`config.mk`:
```
export PLATFORM = sky130hd
export DESIGN_NAME = cond_unit
export DESIGN_NICKNAME = d
export VERILOG_FILES = /design/src/rtl/cond_unit.sv
export SDC_FILE = /design/constraint.sdc
export NUM_CORES = 1
export LEC_CHECK = 0
export BUFFER_PORTS_ARGS = -buffer_cell sky130_fd_sc_hd__buf_2
export CORE_AREA = 2 2 39 41
export DETAILED_ROUTE_END_ITERATION = 8
export DIE_AREA = 0 0 41 43
export GPL_TIMING_DRIVEN = 0
export REMOVE_ABC_BUFFERS = 1
export SYNTH_ARGS = -nofsm -noshare
export SYNTH_HDL_FRONTEND = slang
export SYNTH_SLANG_ARGS = --single-unit
```
`constraint.sdc`:
```
create_clock -name clk -period 1.4 [get_ports clk]
set_input_delay 0.07 -clock clk [delete_from_list [all_inputs] [get_ports clk]]
set_output_delay 0.07 -clock clk [all_outputs]
set_load 0.01 [all_outputs]
```
`src/rtl/cond_unit.sv`:
```
// cond_unit: architectural NZCV flag register, condition evaluation and
// write-enable gating for the multi-cycle ARM datapath.
//
// Timing summary:
//   - The condition is evaluated combinationally from Cond and the stored
//     flags, never from ALUFlags.
//   - The result is registered into CondEx on every rising edge, so the
//     decode cycle's Cond governs the write enables from the next cycle on.
//   - Flag writes are qualified by the registered CondEx, which keeps a
//     suppressed instruction from touching the flags.
//   - An evaluation in the same cycle as a flag write sees the old flags.
module cond_unit #(
    parameter logic [3:0] FLAGS_RST = 4'b0000
) (
    input  logic       clk,
    input  logic       reset,     // asynchronous, active-low
    input  logic [3:0] Cond,
    input  logic [3:0] ALUFlags,  // {N,Z,C,V}
    input  logic [1:0] FlagW,     // [1]: N,Z  [0]: C,V
    input  logic       PCS,
    input  logic       NextPC,
    input  logic       RegW,
    input  logic       MemW,
    output logic       PCWrite,
    output logic       RegWrite,
    output logic       MemWrite,
    output logic       CondEx,
    output logic [3:0] Flags      // {N,Z,C,V}
);

    // Condition field encodings
    localparam logic [3:0] C_EQ = 4'b0000;
    localparam logic [3:0] C_NE = 4'b0001;
    localparam logic [3:0] C_CS = 4'b0010;
    localparam logic [3:0] C_CC = 4'b0011;
    localparam logic [3:0] C_MI = 4'b0100;
    localparam logic [3:0] C_PL = 4'b0101;
    localparam logic [3:0] C_VS = 4'b0110;
    localparam logic [3:0] C_VC = 4'b0111;
    localparam logic [3:0] C_HI = 4'b1000;
    localparam logic [3:0] C_LS = 4'b1001;
    localparam logic [3:0] C_GE = 4'b1010;
    localparam logic [3:0] C_LT = 4'b1011;
    localparam logic [3:0] C_GT = 4'b1100;
    localparam logic [3:0] C_LE = 4'b1101;
    localparam logic [3:0] C_AL = 4'b1110;

    logic [3:0] r_flags;
    logic       r_cond_ex;

    logic       w_n;
    logic       w_z;
    logic       w_c;
    logic       w_v;
    logic       w_ge;
    logic       w_hi;
    logic       w_cond_true;
    logic       w_wr_nz;
    logic       w_wr_cv;

    // Individual flag bits of the stored register
    assign w_n = r_flags[3];
    assign w_z = r_flags[2];
    assign w_c = r_flags[1];
    assign w_v = r_flags[0];

    // Shared terms used by paired condition codes
    assign w_ge = (w_n == w_v);
    assign w_hi = w_c & ~w_z;

    // Evaluate the condition field against the stored (pre-update) flags
    always_comb begin
        w_cond_true = 1'b0;
        unique case (Cond)
            C_EQ:    w_cond_true = w_z;
            C_NE:    w_cond_true = ~w_z;
            C_CS:    w_cond_true = w_c;
            C_CC:    w_cond_true = ~w_c;
            C_MI:    w_cond_true = w_n;
            C_PL:    w_cond_true = ~w_n;
            C_VS:    w_cond_true = w_v;
            C_VC:    w_cond_true = ~w_v;
            C_HI:    w_cond_true = w_hi;
            C_LS:    w_cond_true = ~w_hi;
            C_GE:    w_cond_true = w_ge;
            C_LT:    w_cond_true = ~w_ge;
            C_GT:    w_cond_true = ~w_z & w_ge;
            C_LE:    w_cond_true = w_z | ~w_ge;
            C_AL:    w_cond_true = 1'b1;
            default: w_cond_true = 1'b0;  // 4'b1111 is reserved and never executes
        endcase
    end

    // Flag halves are written independently, only by an executing instruction
    assign w_wr_nz = FlagW[1] & r_cond_ex;
    assign w_wr_cv = FlagW[0] & r_cond_ex;

    // NZCV register: each half loads from the ALU bus or holds
    always_ff @(posedge clk or negedge reset) begin
        if (!reset) begin
            r_flags <= FLAGS_RST;
        end else begin
            if (w_wr_nz) begin
                r_flags[3:2] <= ALUFlags[3:2];
            end
            if (w_wr_cv) begin
                r_flags[1:0] <= ALUFlags[1:0];
            end
        end
    end

    // CondEx register: reloads the evaluated condition on every edge
    always_ff @(posedge clk or negedge reset) begin
        if (!reset) begin
            r_cond_ex <= 1'b0;
        end else begin
            r_cond_ex <= w_cond_true;
        end
    end

    // Write-enable gating; NextPC bypasses CondEx so fetch always advances,
    // but it is masked while reset is held so nothing escapes during reset
    always_comb begin
        PCWrite  = reset & ((PCS & r_cond_ex) | NextPC);
        RegWrite = RegW & r_cond_ex;
        MemWrite = MemW & r_cond_ex;
    end

    assign CondEx = r_cond_ex;
    assign Flags  = r_flags;

endmodule

```
* Word level (Yosys, flattened, before mapping)
Cells that the tools add are included.
Operators by class: bitwise gates (word level) 16, reductions and logical operators 1, multiplexer cells 1, equal/unequal tests 15
Operators by type and width (number):
- 4-bit == test (second input constant) | 7
- 4-bit by 3-bit == test with 1-bit output (second input constant) | 4
- 1-bit one-hot mux with 15 select lines | 1
- 1-bit AND | 8
- 4-bit by 2-bit == test with 1-bit output (second input constant) | 2
- 1-bit NOT | 6
- 4-bit by 1-bit == test with 1-bit output (second input constant) | 1
- 4-bit logical NOT | 1
- 1-bit bitwise OR | 2
- 1-bit == test | 1
Word-level totals: word-level logic and storage cells 36, flip-flop bits (word level) 5

* Logic depth before layout (Yosys ltp)
depth in word-level cells 4, depth in mapped cells 5, depth with buffers taken out 4

* Least setup slack after synthesis
No wires, ideal clock.
kind register to register, from register r_flags[2] (netlist: Flags[2]), to register r_cond_ex (netlist: CondEx), period minus slack after synthesis 1.367 ns, arrival 1.281 ns, path slack 0.033 ns, cell stages (with the launch flop) 5, buffers on the path 0, cells stage by stage dfrtp_1 -> or4_1 -> o221ai_1 -> nor3_1 -> o221ai_2
On the way: longest elaborated chain between the ends 4, elaborated cells on any way between the ends 6, classes of those cells 1 x mux; 5 x bitwise
Ends and longest elaborated chain:
- start, declared | line 48 | logic [3:0] r_flags;
- start signal, assigned | line 104 | r_flags[3:2] <= ALUFlags[3:2];
- 1-bit NOT | line 69, 76, 87
- 1-bit AND | line 69 | assign w_hi = w_c & ~w_z;
- 1-bit NOT | line 84 | C_LS: w_cond_true = ~w_hi;
- 1-bit one-hot mux with 15 select lines (*) | line 74 | unique case (Cond)
- net w_cond_true | line 57 | logic w_cond_true;
- end signal, assigned | line 117 | r_cond_ex <= w_cond_true;
- end, declared | line 49 | logic r_cond_ex;
Mark *: on every way through the listed nets, which the timed path passes. The rest lies on a longest branch. A chain may end at the register's enable or synchronous reset.

* Worst setup path in the final report
from register r_flags[3] (netlist: Flags[3]), to register r_cond_ex (netlist: CondEx)
On the way: longest elaborated chain between the ends 4, elaborated cells on any way between the ends 6, classes of those cells 1 x eq/ne; 1 x mux; 4 x bitwise
Ends and longest elaborated chain:
- 1-bit == test | line 68 | assign w_ge = (w_n == w_v);
- 1-bit NOT | line 86, 88
- 1-bit bitwise OR | line 88 | C_LE: w_cond_true = w_z | ~w_ge;
- 1-bit one-hot mux with 15 select lines (*) | line 74
- net w_cond_true | line 57
Marks and branches as above.

==> flow_summary.ini <==
[status]
status = complete, no violations

[global_routing]
gr-usage-met2_pct = 16.56
grt_pass1_wl_um = 1580
grt_max_degree = 12
use_met3_pct = 3.141
grt-ovfl-total = 0
grt_use_met1_pct = 20.13
grt.busiest_layer = met1
grt_pass1_vias = 375
antenna_found_initial = 0
track_usage_pct = 13.36

[die]
die_h_um = 43
die_x_um = 41
dieArea_um2 = 1763
start_util_pct = 30.56
core_area_um2 = 1384
ios = 24
rows = 14

[finish]
area_delta_synth_final_pct = 41.72
fillers = 153
drive_above_1_share_pct = 49.32
register_area_um2 = 126.4
layout_commonest_cell = buf_2
multiInputGateArea_um2 = 282.8
fin_util_pct = 43.31
mostFrequentLayoutCells = buf_2 (23), dfrtp_1 (4), nand2_1 (4), a21oi_1 (4), mux2_2 (4)
nets = 90
antenna_cells = 0

[clock_tree]
cts-root-buf = clkbuf_4
cts_tree = built
cts_buffers = 3
cts_buffer_depth = 2
clkTransAtPathRegs_ps = 40
clk_latency_ps = 240
h-tree-depth = 1
cts_sinks = 5

[worst_setup_path]
setup.worst_path.start_class = register
end_kind = register
crit_family = simple AND/OR/NAND/NOR gates
cp_slowest_cell = dfrtp_2
critPathMaxFanout = 6
slowest_delay_ps = 440
critPathBufInv = 0
required_ps = 1560
crit_type = register to register
critical_path.cell_chain = xor2_1 -> nor4b_1 -> nor3_2 -> o221ai_2
critPathArrivalTime_ps = 1480

[route]
dr.pass1.iters = 4
ant_nets = 0
routedWlPerCell_um = 11.16
drc = 0
wirelength_um = 993
viasPerCell = 4.820
vias = 429
drtIter0Drc = 7

[logic_synthesis]
ys_ff_latch = 5
yosysSeqAreaShare_pct = 29.59
yosysWarnings = 0
syn_inst = 46
yosysTopAreaCell = dfrtp_1
synth_cell_types = 26
syn_area_um2 = 422.9
synth_top_area_share_pct = 29.59
avgSynthCellArea_um2 = 9.194
synth_area_leaders = dfrtp_1 (30%), mux2_2 (11%), nand3b_1 (5.3%)

[placement]
portBuffers = 23
post-place-ws_ps = -0.4913
dp_hpwl_um = 742.1
place_congestion = 0.6482

[sta]
final.setup.tns_ps = 0
min_period_ps = 1328
clock_skew_ps = 0.6426
layout_setup_ws_ps = 71.78
hold_viol_final = 0
max_slew_margin_pct = 77.14
fmax_mhz = 752.9
drv_slew = 0
worst_pin_slew_ps = 338.1
min_period_over_period_pct = 94.87
finalSetupViolCount = 0

[job]
drv_cap = 0

[power]
leakage_nw = 0.2766
ir_drop_mv = 0.5578
p_total_mw = 0.7523
powerDensity_nw_per_um2 = 1255

[worst_hold_path]
hold_class = primary input to register
-- layer usage --
layer / vias to the layer above / share of wire [%]
met4: 0 / 0
met1: 194 / 46
met5: - / 0
li1: 224 / -
met2: 11 / 50
met3: 0 / 4.5
-- cell type report --
cell class | instances | area share [%]
Clock buffer | 4 | 4.384
Inverter | 3 | 1.879
Multi-Input combinational cell | 36 | 47.18
Sequential cell | 5 | 21.09
Tap cell | 16 | 3.340
Timing Repair Buffer | 25 | 22.13
-- flip-flops by register name, indices dropped and copies added, names as in the netlist --
name	cells
Flags	4
CondEx	1
-- per-stage QoR --
stage / instance area (µm²) / instances / hold slack (ps)
5_1_grt: 599.3 / 89 / 58.29
4_1_cts: 583.1 / 89 / 51.16
3_3_place_gp: 539.3 / 83 / -105.7
6_report: 599.3 / 89 / 61.90
3_5_place_dp: 539.3 / 83 / -107.5
2_1_floorplan: 404.1 / 44 / -225.6
-- Yosys cell counts, drive strengths merged --
| cell type | number |
|---|---|
| nor4b | 1 |
| o221ai | 2 |
| nand2 | 4 |
| buf | 2 |
| nand4b | 1 |
| o211ai | 2 |
| a21oi | 4 |
| o22ai | 1 |
| or4 | 1 |
| mux2 | 4 |
| inv | 3 |
| o21bai | 1 |
| nand3b | 3 |
| dfrtp | 5 |
| and2 | 2 |
| or3b | 1 |
| nor2b | 1 |
| nor2 | 1 |
| and3b | 1 |
| xnor2 | 2 |
| a32o | 1 |
| xor2 | 1 |
| nand2b | 1 |
| nor3 | 1 |
-- cell families after synthesis --
group | after synthesis | share of synthesized area [%]
and+or+nand+nor | 18 | 26.92
AOI/OAI and AO/OA | 11 | 19.53
xor gates and xnor gates | 3 | 6.214
muxes | 4 | 10.65
DFF | 5 | 29.59
buffers and inverters | 5 | 7.101
-- timing repair --
item,CTS,global route
setup buffers,1,0
hold endpoints to repair,5,0
gates resized for setup,0,4
endpoints found under the setup margin,1,1
hold buffers,1,0
pin swaps,0,1
-- final timing paths --
path,start,to,slack [ps],cells past startpoint
max,Flags[3]$_DFFE_PN0P_,CondEx$_DFF_PN0_,70,4
min,ALUFlags[3],Flags[3]$_DFFE_PN0P_,60,2
max reg2reg,Flags[3]$_DFFE_PN0P_,CondEx$_DFF_PN0_,70,4
min reg2reg,Flags[2]$_DFFE_PN0P_,Flags[2]$_DFFE_PN0P_,560,1
max in group asynchronous,reset,Flags[3]$_DFFE_PN0P_,1060,2
min in group asynchronous,reset,CondEx$_DFF_PN0_,190,2
-- power by group --
part	switching [mW]	leakage, nW	total [mW]	internal (mW)
combinational	0.153	0.204	0.326	0.173
sequential	0.0703	0.0571	0.262	0.192
clock	0.0563	0.0150	0.164	0.108
total	0.280	0.277	0.752	0.472
(Power assumes the default switching activity.)
